--- src/rtl/boot_rom_pkg.sv ---
// Shared types and helpers for the boot ROM request adapter.
//   rom_rsp_t             : one response beat (read data + error flag)
//   ROM_RSP_DEPTH_DEFAULT : default response FIFO depth
//   is_word_aligned()     : true when a byte address selects a whole ROM word

`ifndef ROM_ADDR_WIDTH
`define ROM_ADDR_WIDTH 12
`endif

package boot_rom_pkg;

    localparam int unsigned ROM_DATA_WIDTH        = 32;
    localparam int unsigned ROM_RSP_DEPTH_DEFAULT = 2;

    typedef struct packed {
        logic [ROM_DATA_WIDTH-1:0] data;
        logic                      err;
    } rom_rsp_t;

    function automatic logic is_word_aligned(input logic [1:0] addr_lsb);
        return addr_lsb == 2'b00;
    endfunction

endpackage

--- src/rtl/boot_rom_rsp_fifo.sv ---
// Synchronous FIFO of rom_rsp_t responses.
// Ports:
//   clk_i, rst_i       : clock, synchronous active-high reset
//   push_i, wdata_i    : write one entry at the tail
//   pop_i, rdata_o     : rdata_o is the head entry, removed on pop_i
//   full_o, empty_o    : occupancy flags
//   count_o            : number of stored entries

module boot_rom_rsp_fifo
    import boot_rom_pkg::*;
#(
    parameter int unsigned Depth = ROM_RSP_DEPTH_DEFAULT,
    localparam int unsigned PtrW = (Depth > 1) ? $clog2(Depth) : 1,
    localparam int unsigned CntW = $clog2(Depth + 1)
) (
    input  logic            clk_i,
    input  logic            rst_i,
    input  logic            push_i,
    input  rom_rsp_t        wdata_i,
    input  logic            pop_i,
    output rom_rsp_t        rdata_o,
    output logic            full_o,
    output logic            empty_o,
    output logic [CntW-1:0] count_o
);

    rom_rsp_t        mem_q [Depth];
    logic [PtrW-1:0] wptr_q;
    logic [PtrW-1:0] rptr_q;
    logic [CntW-1:0] count_q;
    logic            push_en;
    logic            pop_en;

    // Pointers wrap modulo Depth, which need not be a power of two.
    function automatic logic [PtrW-1:0] ptr_inc(input logic [PtrW-1:0] ptr);
        return (ptr == PtrW'(Depth - 1)) ? '0 : ptr + 1'b1;
    endfunction

    always_comb begin
        full_o  = (count_q == CntW'(Depth));
        empty_o = (count_q == '0);
        push_en = push_i && (!full_o || pop_i);
        pop_en  = pop_i && !empty_o;
        rdata_o = mem_q[rptr_q];
        count_o = count_q;
    end

    always_ff @(posedge clk_i) begin
        if (push_en) begin
            mem_q[wptr_q] <= wdata_i;
        end
    end

    always_ff @(posedge clk_i) begin
        if (rst_i) begin
            wptr_q  <= '0;
            rptr_q  <= '0;
            count_q <= '0;
        end else begin
            if (push_en) begin
                wptr_q <= ptr_inc(wptr_q);
            end
            if (pop_en) begin
                rptr_q <= ptr_inc(rptr_q);
            end
            if (push_en && !pop_en) begin
                count_q <= count_q + 1'b1;
            end else if (!push_en && pop_en) begin
                count_q <= count_q - 1'b1;
            end
        end
    end

endmodule

--- src/rtl/boot_rom_req_adapter.sv ---
// Bus-side front end for the boot ROM macro wrapper.
// Accepts single-beat req/gnt requests, drives the ROM enable/address, captures the read
// data one cycle later and returns it through a fall-through response FIFO.
// Writes and misaligned accesses get an error response without enabling the ROM.
// Ports:
//   clk, rst                 : clock, synchronous active-high reset
//   req_i/gnt_o              : request handshake; accepted when both high
//   addr_i, we_i, be_i, wdata_i : request fields (be_i/wdata_i unused, ROM is read-only)
//   rvalid_o/rready_i        : response handshake
//   rdata_o, rerr_o          : response payload (rdata_o is 0 on error)
//   rom_en_o, rom_addr_o     : ROM macro enable and byte address
//   rom_rdata_i              : ROM data, valid the cycle after rom_en_o

`ifndef ROM_ADDR_WIDTH
`define ROM_ADDR_WIDTH 12
`endif

module boot_rom_req_adapter
    import boot_rom_pkg::*;
#(
    parameter int unsigned ADDR_WIDTH     = `ROM_ADDR_WIDTH,
    parameter int unsigned DATA_WIDTH     = ROM_DATA_WIDTH,
    parameter int unsigned BUS_ADDR_WIDTH = 32,
    parameter int unsigned RSP_DEPTH      = ROM_RSP_DEPTH_DEFAULT
) (
    input  logic                      clk,
    input  logic                      rst,
    input  logic                      req_i,
    output logic                      gnt_o,
    input  logic [BUS_ADDR_WIDTH-1:0] addr_i,
    input  logic                      we_i,
    input  logic [DATA_WIDTH/8-1:0]   be_i,
    input  logic [DATA_WIDTH-1:0]     wdata_i,
    output logic                      rvalid_o,
    input  logic                      rready_i,
    output logic [DATA_WIDTH-1:0]     rdata_o,
    output logic                      rerr_o,
    output logic                      rom_en_o,
    output logic [ADDR_WIDTH-1:0]     rom_addr_o,
    input  logic [DATA_WIDTH-1:0]     rom_rdata_i
);

    localparam int unsigned CntW = $clog2(RSP_DEPTH + 1);

    logic                  inflight_q;
    logic                  inflight_err_q;
    logic [ADDR_WIDTH-1:0] rom_addr_q;

    logic                  accept;
    logic                  good_read;
    logic [CntW:0]         occupancy;
    rom_rsp_t              inflight_rsp;
    rom_rsp_t              head_rsp;
    rom_rsp_t              out_rsp;
    logic                  fifo_push;
    logic                  fifo_pop;
    logic                  fifo_full;
    logic                  fifo_empty;
    logic [CntW-1:0]       fifo_count;
    logic                  unused_signals;

    assign unused_signals = ^{be_i, wdata_i, addr_i[BUS_ADDR_WIDTH-1:ADDR_WIDTH], fifo_full};

    // Request side. The in-flight beat reserves a FIFO slot so the FIFO can never overflow;
    // a same-cycle pop is deliberately not credited, keeping gnt_o off the rready_i path.
    always_comb begin
        occupancy  = {1'b0, fifo_count} + {{CntW{1'b0}}, inflight_q};
        gnt_o      = !rst && (occupancy < (CntW + 1)'(RSP_DEPTH));
        accept     = req_i && gnt_o;
        good_read  = !we_i && is_word_aligned(addr_i[1:0]);
        rom_en_o   = accept && good_read;
        rom_addr_o = rom_en_o ? {addr_i[ADDR_WIDTH-1:2], 2'b00} : rom_addr_q;
    end

    // Response side: the in-flight beat bypasses the FIFO only when nothing is queued ahead.
    always_comb begin
        inflight_rsp.data = inflight_err_q ? '0 : rom_rdata_i;
        inflight_rsp.err  = inflight_err_q;

        rvalid_o = inflight_q || !fifo_empty;
        if (!fifo_empty) begin
            out_rsp = head_rsp;
        end else if (inflight_q) begin
            out_rsp = inflight_rsp;
        end else begin
            out_rsp = '0;
        end
        rdata_o = out_rsp.data;
        rerr_o  = out_rsp.err;

        fifo_pop  = !fifo_empty && rready_i;
        fifo_push = inflight_q && !(fifo_empty && rready_i);
    end

    always_ff @(posedge clk) begin
        if (rst) begin
            inflight_q     <= 1'b0;
            inflight_err_q <= 1'b0;
            rom_addr_q     <= '0;
        end else begin
            inflight_q     <= accept;
            inflight_err_q <= accept && !good_read;
            if (rom_en_o) begin
                rom_addr_q <= {addr_i[ADDR_WIDTH-1:2], 2'b00};
            end
        end
    end

    boot_rom_rsp_fifo #(
        .Depth(RSP_DEPTH)
    ) u_rsp_fifo (
        .clk_i  (clk),
        .rst_i  (rst),
        .push_i (fifo_push),
        .wdata_i(inflight_rsp),
        .pop_i  (fifo_pop),
        .rdata_o(head_rsp),
        .full_o (fifo_full),
        .empty_o(fifo_empty),
        .count_o(fifo_count)
    );

endmodule

--- config.mk ---
export PLATFORM = sky130hd
export DESIGN_NAME = boot_rom_req_adapter
export DESIGN_NICKNAME = d
export VERILOG_FILES = /design/src/rtl/boot_rom_pkg.sv /design/src/rtl/boot_rom_rsp_fifo.sv /design/src/rtl/boot_rom_req_adapter.sv
export SDC_FILE = /design/constraint.sdc
export NUM_CORES = 1
export LEC_CHECK = 0
export ABC_AREA = 1
export BUFFER_PORTS_ARGS = -buffer_cell sky130_fd_sc_hd__buf_2
export CAP_MARGIN = 25
export CELL_PAD_IN_SITES_DETAIL_PLACEMENT = 1
export CELL_PAD_IN_SITES_GLOBAL_PLACEMENT = 2
export CORE_ASPECT_RATIO = 2
export CORE_MARGIN = 2
export CORE_UTILIZATION = 28
export CTS_CLUSTER_DIAMETER = 150
export DETAILED_ROUTE_END_ITERATION = 12
export PLACE_DENSITY = 0.83
export REMOVE_ABC_BUFFERS = 1
export SYNTH_ARGS = -nofsm -noshare
export SYNTH_HDL_FRONTEND = slang
export SYNTH_SLANG_ARGS = --single-unit
--- constraint.sdc ---
create_clock -name clk -period 3 [get_ports clk]
set_input_delay 0.6 -clock clk [delete_from_list [all_inputs] [get_ports clk]]
set_output_delay 0.6 -clock clk [all_outputs]
set_load 0.05 [all_outputs]
==> flow_summary.yaml <==
status:
  outcome: "completed"
route:
  drt_iter0_markers: 140
  num_vias: 2910
  drc_errors: 0
  ant_nets: 0
  via_per_inst: 4.56
  wl_per_cell_microns: 14.9
  wirelength_microns: 9510
  dr.pass1.iters: 4
sta:
  slew_violations: 0
  max_freq_ghz: 0.378
  fin_setup_tns_ns: 0
  post-route-min-period_ns: 2.64
  post-route-period-util_pct: 88.1
  hold_viol: 0
  worst_slew_pin_slew_ns: 0.609
  rsz0062_at_grt: "no"
  setup_violations: 0
  relSlewSlack_pct: 59.4
  finClkSkew_ns: 0.00355
place:
  gp_congestion: 0.728
  post-dp-hpwl_microns: 6360
  dpl_cell_area_sq_um: 4470
  port_buffers: 96
  dp_cells: 622
cts:
  cts_buffer_depth: 2
  cts_root_buffer: "clkbuf_16"
  postCtsResizedCells: 0
  cts_sinks: 85
  clock_latency_ns: 0.34
  htreeDepth: 3
  cts_inserted_buffers: 9
  ctsHoldBuffers: 0
  path_clk_slew_ns: 0.06
  cts_setup_buffers: 0
  cts_tree: "built"
setup_path:
  crit_chain: "nor2_2, inv_2, o21ai_0, o22ai_1, buf_2"
  cp_max_fo: 35
  path_buf_inv: 2
  slowest_delay_ns: 0.44
  worst_ep_required_time_ns: 2.40
  slowest_stage: "dfxtp_1"
  crit_family: "buffers and inverters"
  cp.arrival_ns: 2.04
  start_kind: "register"
  path_class: "reg -> out"
  endpoint_kind: "primary output"
finish:
  area.growth.synth_to_final_pct: 25.4
  utilization_pct: 35.6
  drive_above_1_share_pct: 30.2
  diodes: 0
  finalNonFillerCells: 638
  fin_nets: 584
  fin_area_sq_um: 4730
yosys:
  synth_cell_types: 27
  synthCells: 379
  netlist.area_leader.share_pct: 52.5
  ys_seq_elements: 85
  yosysWarnings: 0
  mappedNetlistArea_sq_um: 3770
  synth_top_area_cell: "edfxtp_1"
  ys_seq_area_share_pct: 62.6
  avgSynthCellArea_sq_um: 9.96
  netlist_top_cells_area: "edfxtp_1 53%, dfxtp_1 10%, inv_1 6.7%"
floorplanning:
  die_y_microns: 168
  pin_count: 153
  coreArea_sq_um: 13300
  die_w_microns: 86.1
  start_util_pct: 28.4
  row_count: 60
  die-area_sq_um: 14500
global_route:
  grt_remaining_overflow: 0
  antenna_found_initial: 1
  grt_use_total_pct: 13.5
  grt_max_degree: 36
  grt_pass1_vias: 2978
  grt_pass1_wl_microns: 15200
power:
  p_per_area_nw_per_um2: 1040
  p_leak_nw: 2.22
  ir_drop_v: 0.000623
  totalPowerFinal_mw: 4.93
min_path:
  min_path_type: "reg -> reg"
flow_run:
  max-cap-violations: 0
[power by group]
group | internal (mW) | switching [mW]
Clock | 0.551 | 0.437
Combinational | 0.526 | 1.92
Sequential | 1.43 | 0.0675
[synth_stat cells (all sizes together)]
cell     n
nor3     2
dfxtp   19
or2      2
o21bai  10
nand3b   1
nor2    53
ha       1
nand3    3
clkbuf   7
a31oi    1
edfxtp  66
buf     12
inv     68
o22ai   33
a21oi    4
o21ai   35
nand2   62
[per-stage QoR]
step / worst slack [ns] / hold WS, ns
after floorplan: 0.327 / 0.422
after global placement: 0.441 / 0.440
after detailed placement: 0.444 / 0.452
after CTS: 0.339 / 0.461
after global routing: 0.184 / 0.482
final: 0.356 / 0.453
[flip-flops by register name, indices dropped and copies added (netlist names), named ones only]
signal              cells
inflight_err_q          1
inflight_q              1
rom_addr_q             12
u_rsp_fifo.count_o      2
u_rsp_fifo.mem_q       66
u_rsp_fifo.rptr_q       1
u_rsp_fifo.wptr_q       1
[layout make-up]
class | instances | area, sq um
Clock buffer | 10 | 229
Tap cell | 155 | 194
Sequential cell | 85 | 2360
Inverter | 68 | 255
Timing Repair Buffer | 107 | 588
Clock inverter | 6 | 30.0
Multi-Input combinational cell | 207 | 1070
Fill cell | 1543 | 8560
[cell families after synthesis]
family / share of synthesized area, %
adders and majority gates: 0.332
DFF: 62.6
AOI/OAI and AO/OA: 13.6
and+or+nand+nor: 14.1
buffers and inverters: 9.38
[cell usage in the layout, fill, tap and decap left out, types with 10 or more instances in the layout]
master    netlist  layout
nand2_1        52      52
buf_2           7      96
o22ai_1        33      33
dfxtp_1        19      19
edfxtp_1       66      66
inv_1          67      67
nor2_1         50      48
o21ai_0        33      33
nand2_2        10      10
[path summary, 6_finish.rpt]
kind              cells past startpoint  slack, ns                                 end                               start
hold reg to reg                       2       0.45            rom_addr_q[0]$_SDFF_PP0_            rom_addr_q[0]$_SDFF_PP0_
hold / removal                        2       0.45            rom_addr_q[0]$_SDFF_PP0_            rom_addr_q[0]$_SDFF_PP0_
setup / recovery                      5       0.36                         rdata_o[18]  u_rsp_fifo.count_o[1]$_SDFFE_PP0P_
setup reg to reg                      9       0.92  u_rsp_fifo.count_o[1]$_SDFFE_PP0P_  u_rsp_fifo.count_o[1]$_SDFFE_PP0P_
[metal layers]
layer  GRT usage [%]  share of wire [%]  vias to the layer above
met3            3.09                5.7                       15
li1                -                  -                     1455
met5               0               0.18                        -
met2            21.8                 49                       76
met1            17.2                 44                     1362
met4            5.80                1.5                        2
[worst reg2reg max path, stage by stage, from the launching register on]
cell,delay [ns]
dfxtp_1,0.44
nor2_2,0.09
inv_2,0.43
nand2_1,0.22
ha_1,0.27
or2_2,0.29
nand2_1,0.09
nand2_1,0.05
nand2_1,0.06
nor2_1,0.04
Note: power is estimated with default switching activity, not from simulation.
